### src/rtl/cpu_dbg_pkg.sv
// Shared debug-output definitions: ASCII constants, hex digit count,
// the result reporter's top FSM state type and a nibble-to-ASCII helper.
package cpu_dbg_pkg;

  localparam logic [7:0] ASCII_LF   = 8'h0A;
  localparam int         HEX_DIGITS = 8;

  // Character index 0..HEX_DIGITS-1 selects a nibble, HEX_DIGITS selects LF.
  localparam int         CHAR_IDX_W = 4;

  typedef enum logic [1:0] {
    ST_IDLE      = 2'd0,
    ST_SEND_CHAR = 2'd1,
    ST_WAIT_CHAR = 2'd2
  } tx_state_e;

  // Lowercase hex digit: 0-9 -> 0x30-0x39, a-f -> 0x61-0x66.
  function automatic logic [7:0] hex_ascii(input logic [3:0] nib);
    if (nib < 4'd10) begin
      hex_ascii = 8'h30 + {4'h0, nib};
    end else begin
      hex_ascii = 8'h57 + {4'h0, nib};
    end
  endfunction

endpackage

### src/rtl/uart_tx_byte.sv
// 8N1 byte serializer. A start request is taken while idle or in the final
// cycle of a stop bit, so the owner can chain characters with no idle gap.
// done_next flags the second-to-last stop cycle so the owner has one cycle
// to present the next character; done flags the final stop cycle.
module uart_tx_byte #(
  parameter int CLKS_PER_BIT = 16
) (
  input  logic       clk,
  input  logic       rst,
  input  logic       start,
  input  logic [7:0] data,
  output logic       tx,
  output logic       done_next,
  output logic       done
);

  localparam int                CNT_W    = $clog2(CLKS_PER_BIT);
  localparam logic [CNT_W-1:0]  CNT_LAST = CNT_W'(CLKS_PER_BIT - 1);
  localparam logic [CNT_W-1:0]  CNT_PRE  = CNT_W'(CLKS_PER_BIT - 2);
  localparam logic [3:0]        BIT_STOP = 4'd9;

  logic             active;
  logic [3:0]       bit_idx;   // 0 start, 1..8 data, 9 stop
  logic [CNT_W-1:0] cnt;
  logic [7:0]       shreg;
  logic             load;
  logic             bit_end;

  assign bit_end   = active && (cnt == CNT_LAST);
  assign done      = bit_end && (bit_idx == BIT_STOP);
  assign done_next = active && (bit_idx == BIT_STOP) && (cnt == CNT_PRE);
  assign load      = start && (!active || done);

  // Bit timing and line control: load a frame, step bits, return to idle.
  always_ff @(posedge clk) begin
    if (rst) begin
      active  <= 1'b0;
      bit_idx <= 4'd0;
      cnt     <= '0;
      tx      <= 1'b1;
    end else if (load) begin
      active  <= 1'b1;
      bit_idx <= 4'd0;
      cnt     <= '0;
      tx      <= 1'b0;
    end else if (active) begin
      if (cnt == CNT_LAST) begin
        cnt <= '0;
        if (bit_idx == BIT_STOP) begin
          active  <= 1'b0;
          bit_idx <= 4'd0;
          tx      <= 1'b1;
        end else begin
          bit_idx <= bit_idx + 4'd1;
          tx      <= shreg[0];
        end
      end else begin
        cnt <= cnt + 1'b1;
      end
    end
  end

  // Data shifter: LSB first, ones shifted in so the stop bit falls out last.
  always_ff @(posedge clk) begin
    if (load) begin
      shreg <= data;
    end else if (bit_end && (bit_idx != BIT_STOP)) begin
      shreg <= {1'b1, shreg[7:1]};
    end
  end

endmodule

### src/rtl/result_hex_tx.sv
// Reports a 32-bit word over UART as lowercase ASCII hex followed by LF.
// Optional feature macro RESULT_TX_ZSUPP_EN: when defined, leading zero
// nibbles are dropped (at least one digit is always sent); when undefined,
// all eight digits are sent.
module result_hex_tx
  import cpu_dbg_pkg::*;
#(
  parameter int CLKS_PER_BIT = 16
) (
  input  logic        clk,
  input  logic        rst,
  input  logic [31:0] data_in,
  input  logic        data_valid,
  output logic        data_ready,
  output logic        tx,
  output logic        busy
);

  localparam logic [CHAR_IDX_W-1:0] LF_IDX = CHAR_IDX_W'(HEX_DIGITS);

  tx_state_e             state;
  logic [31:0]           word;
  logic [CHAR_IDX_W-1:0] char_idx;
  logic [7:0]            char_byte;
  logic                  char_start;
  logic                  char_done_next;
  logic                  char_done;
  logic                  accept;

  // Nibble at character position idx, position 0 being the most significant.
  function automatic logic [3:0] nibble_at(input logic [31:0] w,
                                           input logic [CHAR_IDX_W-1:0] idx);
    logic [4:0] shamt;
    shamt     = 5'd28 - {idx[2:0], 2'b00};
    nibble_at = 4'(w >> shamt);
  endfunction

  // Position of the most significant non-zero nibble, or the last digit
  // when the word is zero so that "0" is still reported.
  function automatic logic [CHAR_IDX_W-1:0] first_digit(input logic [31:0] w);
    logic [CHAR_IDX_W-1:0] idx;
    idx = CHAR_IDX_W'(HEX_DIGITS - 1);
    for (int i = 0; i < HEX_DIGITS; i++) begin
      if (w[i*4 +: 4] != 4'h0) begin
        idx = CHAR_IDX_W'(HEX_DIGITS - 1 - i);
      end
    end
    return idx;
  endfunction

  assign accept     = (state == ST_IDLE) && data_valid && data_ready;
  assign char_start = (state == ST_SEND_CHAR);
  assign char_byte  = (char_idx == LF_IDX) ? ASCII_LF
                                           : hex_ascii(nibble_at(word, char_idx));

  // Word capture; later changes on data_in are ignored until the next accept.
  always_ff @(posedge clk) begin
    if (accept) begin
      word <= data_in;
    end
  end

  // Top FSM: accept a word, then request one character per frame, chaining
  // the next request into the last stop cycle so frames run back to back.
  always_ff @(posedge clk) begin
    if (rst) begin
      state      <= ST_IDLE;
      char_idx   <= '0;
      data_ready <= 1'b1;
      busy       <= 1'b0;
    end else begin
      case (state)
        ST_IDLE: begin
          if (accept) begin
`ifdef RESULT_TX_ZSUPP_EN
            char_idx <= first_digit(data_in);
`else
            char_idx <= '0;
`endif
            state      <= ST_SEND_CHAR;
            data_ready <= 1'b0;
            busy       <= 1'b1;
          end
        end
        ST_SEND_CHAR: begin
          state <= ST_WAIT_CHAR;
        end
        ST_WAIT_CHAR: begin
          if ((char_idx != LF_IDX) && char_done_next) begin
            char_idx <= char_idx + 1'b1;
            state    <= ST_SEND_CHAR;
          end else if ((char_idx == LF_IDX) && char_done) begin
            state      <= ST_IDLE;
            data_ready <= 1'b1;
            busy       <= 1'b0;
          end
        end
        default: begin
          state      <= ST_IDLE;
          data_ready <= 1'b1;
          busy       <= 1'b0;
        end
      endcase
    end
  end

  uart_tx_byte #(
    .CLKS_PER_BIT (CLKS_PER_BIT)
  ) u_uart_tx_byte (
    .clk       (clk),
    .rst       (rst),
    .start     (char_start),
    .data      (char_byte),
    .tx        (tx),
    .done_next (char_done_next),
    .done      (char_done)
  );

endmodule

### config.mk
export PLATFORM = sky130hd
export DESIGN_NAME = result_hex_tx
export DESIGN_NICKNAME = d
export VERILOG_FILES = /design/src/rtl/cpu_dbg_pkg.sv /design/src/rtl/uart_tx_byte.sv /design/src/rtl/result_hex_tx.sv
export SDC_FILE = /design/constraint.sdc
export NUM_CORES = 1
export LEC_CHECK = 0
export CORE_ASPECT_RATIO = 0.5
export CORE_UTILIZATION = 40
export CTS_CLUSTER_SIZE = 25
export DETAILED_ROUTE_END_ITERATION = 10
export SYNTH_ARGS = -nofsm -noshare
export SYNTH_HDL_FRONTEND = slang
export SYNTH_SLANG_ARGS = --single-unit
### constraint.sdc
create_clock -name clk -period 7.5 [get_ports clk]
set_input_delay 1.875 -clock clk [delete_from_list [all_inputs] [get_ports clk]]
set_output_delay 1.875 -clock clk [all_outputs]
set_load 0.005 [all_outputs]
==> impl_metrics.ini, run 1 <==
[yosys]
async_flop_share_pct = 0
post_synth_num_cell_types = 46
synth-edff-count = 40
syn_area_sq_mm = 0.00253
synth_seq_cells = 58
yosysSeqAreaShare_pct = 61.8
syn_inst = 185
synth_fp_nets = 225
synth.avg_cell_area_sq_um = 13.7
yosysWarnings = 0
ys.flop_type = edfxtp_1

[die]
die_x_um = 114
die-area_sq_mm = 0.00666
core_area_sq_mm = 0.00608
initial_utilization_pct = 41.5
io_pins = 38
die_y_um = 58.2
std_cell_rows = 20

[sta]
post-route-period-util_pct = 47.4
slew_headroom_pct = 30.2
period_minus_slack_ns = 3.56
max_freq_ghz = 0.281
fin_worst_skew_ns = 0.00671
rsz0062_at_grt = false
fin_tns_setup_ns = 0
hold_violations = 0
slew_viol_final = 0
setup_violations = 0
worst_slew_pin_slew_ns = 1.04

[clock_network]
root_buffer = clkbuf_16
worstSkewPairLatency_ns = 0.32
cts_tree = yes
post_cts_buffers = 0
cts_hold_buf = 0
cts_max_level = 3
postCtsResizedCells = 0
clkTransAtPathRegs_ns = 0.05
cts_sinks = 58
clock_path_buffers = 2
cts_inserted_buffers = 9

[finish]
regArea_sq_mm = 0.00156
utilization_pct = 53.6
stdcell_count = 319
n_antenna_cell = 0
drive_gt1_share_pct = 12.1
areaGrowthSynthToFinish_pct = 29.0
multi_input_area_sq_um = 907
nNetsFinal = 267
final_area_sq_mm = 0.00326
fill_cells = 500
final_common_cell = edfxtp_1
mostFrequentLayoutCells = edfxtp_1, clkdlybuf4s50_1, dfxtp_1

[critical_path]
worst-path-max-fanout = 37
cp.required_ns = 7.74
cp_data_arrival_time_ns = 3.79
r2r_start = char_idx[0]
r2r-end = u_uart_tx_byte.shreg[2]
endpoint_kind = register
cp-start-kind = input pin
reg2reg_slack_ns = 5.13
startpoint = data_valid
critPathKind = in -> reg
rr_worst_depth = 6
setup.worst_path.end = char_idx[3]

[power]
p_clk_share_pct = 45.3
cellPowerDensity_mw_per_mm2 = 255
swShare_pct = 20.4
p_switching_uw = 169
pwr-share-seq_pct = 45.7
p_leak_uw = 0.00113
combPwrFrac_pct = 9.0
vdd_ir_drop_max_mv = 0.0932
internal_power_uw = 661

[routing]
wl_um = 4340
post-route-drc-count = 0
ant_nets = 0
drtIter0Drc = 56
num_vias = 1555
wl_per_cell_um = 13.6
dr.pass1.iters = 4
viasPerCell = 4.87

[global_routing]
grt_usage_pct = 15.3
grt_pass1_vias = 1579
grt_pass1_wl_um = 7400
antenna_found_initial = 0
grt_overflow_total = 0
grt_max_degree = 38

[placed_design]
dp_cells = 304
port_buffers = 37
placed_area_sq_mm = 0.00298
dpl.hpwl_um = 3050
gp_congestion = 0.733

[worst_hold_path]
hp-class = reg -> reg

[flow_run]
maxCapViolCount = 0

[outcome]
outcome = completed
==> cell usage after synthesis, drive strengths merged, types with 5 or more instances <==
| library cell | count | area share (%) |
|---|---|---|
| edfxtp | 40 | 48 |
| dfxtp | 18 | 14 |
| nor2 | 17 | 2.5 |
| a21oi | 13 | 2.6 |
| nand2 | 10 | 1.5 |
| o21ai | 9 | 1.9 |
| mux4 | 8 | 7.4 |
| inv | 7 | 1.0 |
| ha | 5 | 2.5 |
| mux2i | 5 | 3.0 |
| nand3 | 5 | 0.99 |
==> power groups by stage <==
stage	registers, uW	clock network [uW]	logic (uW)
floorplan	382	0	44.1
global placement	384	0	73.2
detailed placement	386	0	75.7
CTS	380	386	75.9
global route	382	400	82.4
finish	380	376	74.8
==> kinds of logic after synthesis <==
kind of cell / after synthesis / share of synthesized area, %
and+or+nand+nor: 52 / 10.8
buffers and inverters: 14 / 2.87
DFF: 58 / 61.8
AOI/OAI and AO/OA: 35 / 8.47
muxes: 15 / 11.4
xor gates and xnor gates: 6 / 2.08
adders and majority gates: 5 / 2.48
==> state kept, by name (all words and copies together), names as in the netlist <==
signal	count
word	32
u_uart_tx_byte.shreg	8
char_idx	4
u_uart_tx_byte.bit_idx	4
u_uart_tx_byte.cnt	4
state	2
busy	1
data_ready	1
u_uart_tx_byte.active	1
u_uart_tx_byte.tx	1
==> layout make-up <==
cell class / count / share of cell area [%]
timing repair buffer: 38 / 11.6
clock inverter: 5 / 1.42
sequential: 58 / 47.9
tap: 88 / 3.38
inverter: 7 / 0.806
clock buffer: 10 / 7.03
multi-input combinational: 113 / 27.8
==> metrics by stage <==
step / total power, uW / hold WS (ns) / setup WS (ns)
global placement: 458 / 0.464 / 3.72
floorplan: 426 / 0.462 / 3.58
finish: 831 / 0.481 / 3.94
global route: 864 / 0.517 / 3.80
CTS: 842 / 0.480 / 3.92
detailed placement: 462 / 0.470 / 3.58
==> worst min path at each step <==
| stage | cells after the start | endpoint | start | slack (ns) |
|---|---|---|---|---|
| 2_1_floorplan | 2 | u_uart_tx_byte.tx | u_uart_tx_byte.tx | 0.46 |
| 3_3_place_gp | 2 | u_uart_tx_byte.tx | u_uart_tx_byte.tx | 0.46 |
| 3_5_place_dp | 2 | u_uart_tx_byte.tx | u_uart_tx_byte.tx | 0.47 |
| 4_1_cts | 2 | u_uart_tx_byte.tx | u_uart_tx_byte.tx | 0.48 |
| 5_1_grt | 2 | u_uart_tx_byte.tx | u_uart_tx_byte.tx | 0.52 |
| 6_report | 2 | u_uart_tx_byte.tx | u_uart_tx_byte.tx | 0.48 |
==> worst max-delay path, stage by stage <==
cell and delay, ns:
clkdlybuf4s50_1 0.48, nor4bb_4 0.28, buf_4 0.43, a41o_1 0.28
nand4_1 0.14, xor2_1 0.18, nor3_1 0.12
==> layer usage <==
metal	GRT usage [%]	part of all wire [%]	vias up	wire length, um
met5	0	0	-	0
met4	7.79	1.2	0	53
met2	24.0	45	37	1970
li1	-	-	780	-
met1	18.9	48	734	2090
met3	5.75	5.1	4	219
No activity file was read; power rests on OpenSTA's default activity.
==> inputs of run 2 (changes only) <==
clock period = 3.5 ns   (was 7.5 ns; I/O delays follow)
==> impl_metrics.ini, run 2 (same netlist as run 1, synthesis figures left out) <==
[routing]
drtIter0Drc = 71
ant_nets = 0
num_vias = 1575
wl_per_cell_um = 13.3
wl_um = 4290
dr.pass1.iters = 5
post-route-drc-count = 0
viasPerCell = 4.89

[finish]
n_antenna_cell = 0
largest_register_ffs = 32
nNetsFinal = 269
reg_top3 = word (32), u_uart_tx_byte.shreg (8)
final_common_cell = edfxtp_1
mostFrequentLayoutCells = edfxtp_1, clkdlybuf4s50_1, dfxtp_1
areaGrowthSynthToFinish_pct = 28.7
drive_gt1_share_pct = 12.8
largest-register = word
stdcell_count = 322

[global_routing]
grt_usage_pct = 14.9
grt_pass1_wl_um = 7250
grt_overflow_total = 0
grt_max_degree = 26
antenna_found_initial = 0
grt_pass1_vias = 1513

[critical_path]
critPathSlowestCell = dfxtp_1
critical_path.max_stage_delay_ns = 0.64
worst-path-stages = 6
path_delay_family = multiplexers
crit_chain = mux4_1 -> mux2i_1 -> ha_1 -> a21o_1 -> a21oi_1 -> a21o_1
endpoint_kind = register
worst-path-max-fanout = 9
rr_worst_depth = 6
cp_data_arrival_time_ns = 2.46
cp-start-kind = register
path_common_cell = a21o_1
crit_buf_inv = 0
critPathKind = reg -> reg
cp.required_ns = 3.58

[die]
die-area_sq_mm = 0.00666
die_y_um = 58.2
initial_utilization_pct = 41.5
io_pins = 38
std_cell_rows = 20
die_x_um = 114
core_area_sq_mm = 0.00608

[outcome]
outcome = completed

[flow_run]
maxCapViolCount = 0

[clock_network]
cts_max_level = 3
root_buffer = clkbuf_16
clock_path_buffers = 2
cts_hold_buf = 0
cts_sinks = 58
post_cts_buffers = 0
postCtsResizedCells = 0
cts_inserted_buffers = 9
worstSkewPairLatency_ns = 0.32
cts_tree = yes
clkTransAtPathRegs_ns = 0.05

[sta]
rsz0062_at_grt = false
fin_worst_skew_ns = 0.00614
worst_slew_pin_slew_ns = 0.525
setup_violations = 0
post-route-period-util_pct = 68.1
hold_violations = 0
slew_viol_final = 0
setup_ws_ns = 1.12
slew_headroom_pct = 65.0
period_minus_slack_ns = 2.39
fin_tns_setup_ns = 0
max_freq_ghz = 0.419
whs_ns = 0.479

[worst_hold_path]
hp-class = reg -> reg
worstHoldPathCells = 2

[placed_design]
dpl.hpwl_um = 2970
port_buffers = 37
dp_cells = 306
gp_congestion = 0.752
dp_worst_setup_slack_ns = 0.867

[power]
cellPowerDensity_mw_per_mm2 = 529
p_leak_uw = 0.00113
vdd_ir_drop_max_mv = 0.255
[run 2: changes by cell type in the layout (fill, tap and decap cells not counted)]
cell / previous run / this run
buf_4: 1 / 3
bufinv_16: 1 / 0
clkbuf_1: 1 / 2
clkinv_2: 1 / 2
[run 2: cell type report]
class	count	area, sq um
clock buffer	11	233
clock inverter	5	21.3
fill	511	2830
inverter	7	26.3
multi-input combinational	113	907
sequential	58	1560
tap	88	110
timing repair buffer	40	393
[run 2: report_power, final]
group / total, uW / switching, uW / leakage, uW / internal (uW)
Combinational: 164 / 74.0 / 0.000480 / 89.9
Clock: 743 / 277 / 0.000126 / 467
Sequential: 812 / 19.0 / 0.000522 / 793
[run 2: metal layers]
metal	vias to the layer above	part of all wire (%)	global-route usage (%)
met5	-	0	0
met4	0	0.61	7.24
met3	4	6.1	6.07
met2	43	45	22.3
met1	742	48	19.2
li1	786	-	-
[run 2: worst paths after layout]
| path | startpoint | to | slack [ns] |
|---|---|---|---|
| hold / removal | u_uart_tx_byte.tx | u_uart_tx_byte.tx | 0.48 |
| hold reg to reg | u_uart_tx_byte.tx | u_uart_tx_byte.tx | 0.48 |
| setup / recovery | char_idx[0] | u_uart_tx_byte.shreg[2] | 1.12 |
| setup reg to reg | char_idx[0] | u_uart_tx_byte.shreg[2] | 1.12 |
[run 2: per-stage QoR]
| step | cell area, sq um | total power (uW) | utilization (%) |
|---|---|---|---|
| 2_1_floorplan | 2530 | 913 | - |
| 3_3_place_gp | 3000 | 985 | 49.3 |
| 3_5_place_dp | 3000 | 990 | 49.3 |
| 4_1_cts | 3250 | 1740 | 53.5 |
| 5_1_grt | 3250 | 1790 | 53.5 |
| 6_report | 3250 | 1720 | 53.5 |
[run 2: worst reg2reg max path, stage by stage, from the launching register on]
cell and delay, ns:
dfxtp_1 0.64, mux4_1 0.64, mux2i_1 0.26, ha_1 0.24
a21o_1 0.13, a21oi_1 0.07, a21o_1 0.15
==> RTL edit, RTL diff (flow settings as in run 2) <==
Encoding of `tx_state_e`: now one-hot (3 bits for 3 states).
--- a/src/rtl/cpu_dbg_pkg.sv
+++ b/src/rtl/cpu_dbg_pkg.sv
@@ -8,10 +8,10 @@
   // Character index 0..HEX_DIGITS-1 selects a nibble, HEX_DIGITS selects LF.
   localparam int         CHAR_IDX_W = 4;
 
-  typedef enum logic [1:0] {
-    ST_IDLE      = 2'd0,
-    ST_SEND_CHAR = 2'd1,
-    ST_WAIT_CHAR = 2'd2
+  typedef enum logic [2:0] {
+    ST_IDLE      = 3'b001,
+    ST_SEND_CHAR = 3'b010,
+    ST_WAIT_CHAR = 3'b100
   } tx_state_e;
 
   // Lowercase hex digit: 0-9 -> 0x30-0x39, a-f -> 0x61-0x66.
Check against the original RTL: no difference found for any inputs over 10 cycles, from zero or initial values and one cycle with rst high; not proved beyond that.
==> RTL edit against run 2 <==
- area after synthesis is 5.0% higher
- count of clock-buffer cells in the layout stayed put
- sequential cell count grew 1
- maximum frequency up 4.3%
- routed wire length increased by 6.8%
- critical path depth stayed put
- worst setup slack gained 99 ps
- die area is 4.8% higher
- cell area grew 4.5%
- critical endpoint unchanged
- largest cell class unchanged
- highest routed layer unchanged
Power is not compared: it rests on default switching activity, and its combinational part moved more than twofold at a synthesized area within 25%.
==> RTL edit: results (changes against run 2) <==
- Syn nets: 233 (+3.6%)
- Ant diodes: 0 (unchanged)
- H-tree depth: 3 (unchanged)
- Placed Cells: 310 (+1.3%)
- Most flops, register: word
- Largest net degree at the start of global routing: 37 (+42%)
- Crit path DAT: 2360 ps (-100 ps)
- Largest registers: word: 32 flops, u_uart_tx_byte.shreg: 8 flops
- DR vias: 1651 (+4.8%)
- Crit Path Max Fanout: 10 (+1)
- GRT Overall Usage: 0.160 (+0.0102)
- WL final: 4580 um (+6.8%)
- Drt pass-1 iters: 6 (+1)
- Vias in the first global route: 1616 (+6.8%)
- Number of synthesized flops with an enable pin: 40 (unchanged)
- Clock Skew: 2.66 ps (-3.48 ps)
- First-pass GRT wire length: 7900 um (+9.0%)
- Worst min-delay path startpoint: state[0]
- Post-CTS sizing: 0 (unchanged)
- Warnings, synthesis: 0 (unchanged)
- Outcome: complete, no violations
- Detailed placement HPWL: 3210 um (+8.3%)
- Total leakage power: 0.00117 uW
- Mean post-synth cell area: 13.7 sq um (+0.60%)
- Drt initial violations: 107 (+51%)
- Non-Filler Instances: 326 (+1.2%)
- Worst min-delay path category: reg2reg
- Worst-Skew Late Latency: 330 ps
- Number of I/O port buffers: 37 (unchanged)
- Layout Nets: 273 (+1.5%)
- Asr flop ratio synth: 0 (unchanged)
- Clock Tree Buf Depth: 2 (unchanged)
- Internal Power: 1710 uW
- Detail Route Antenna Nets: 0 (unchanged)
- Worst-margin pin slew: 1060 ps (+534 ps)
- Clock slew at reported path FFs: 50 ps (about the same)
- Synth cell types: 49 (+6.5%)
- Register area share after synthesis: 0.597 (-0.0216)
- RePlAce Congestion: 0.768 (+2.1%)
- Area contributors post-synth: edfxtp_1 45%, dfxtp_1 14%, mux4_2 5.1%
- Share of layout cells above drive strength 1: 0.130 (+0.00205)
- Commonest cells in the netlist: 40 x edfxtp_1, 19 x dfxtp_1, 14 x nand2_1
## RTL edit: power by group through the flow
stage | clock, uW | combinational, uW | sequential (uW)
final | 916 | 376 | 971
after global routing | 963 | 425 | 987
after floorplan | 0 | 262 | 969
after CTS | 933 | 383 | 973
after global placement | 0 | 373 | 980
after detailed placement | 0 | 381 | 986
## RTL edit: path summary, 6_finish.rpt
path	to	slack, ps	cells past startpoint
worst min-delay path	state[2]	470	1
worst max register to register	u_uart_tx_byte.shreg[2]	1210	6
worst max-delay path	u_uart_tx_byte.shreg[2]	1210	6
worst min register to register	state[2]	470	1
## RTL edit: layout make-up
class / instances / area (sq um)
multi-input cells: 121 / 1000
well taps: 88 / 110
flip-flops and latches: 59 / 1580
inverters: 4 / 15.0
fillers: 511 / 2830
clock inverters: 5 / 77.6
repair buffers: 38 / 378
clock buffers: 11 / 233
## RTL edit: critical path: stages (launching register included)
cell and delay, ps:
dfxtp_1 620, mux4_1 670, mux2i_4 190, ha_1 210, a21o_1 120, nand2_1 50
a22o_1 180
## RTL edit: logic make-up (layout without fill, tap and decap cells)
family	count (synthesis)	count (layout)	share of synthesized area
flip-flops	59	59	0.597
AND/OR/NAND/NOR	53	53	0.118
AO/OA/AOI/OAI	41	41	0.0986
multiplexers	16	16	0.118
buffers and inverters	13	58	0.0255
XOR/XNOR	6	6	0.0198
adder cells (fa/ha/maj)	5	5	0.0236
## RTL edit: through the flow
stage	util	hold slack (ps)	setup WS [ps]	total power [uW]	instance area [sq um]
floorplan	-	431	1100	1230	2650
global placement	0.495	465	1210	1350	3090
detailed placement	0.495	475	1180	1370	3090
CTS	0.545	481	1180	2290	3400
global route	0.545	509	1010	2370	3400
finish	0.545	474	1210	2260	3400
## RTL edit: metal layers
metal | share of wire | track usage
met4 | 0.017 | 0.0759
met3 | 0.050 | 0.0665
met2 | 0.44 | 0.225
met1 | 0.49 | 0.214
met5 | 0 | 0
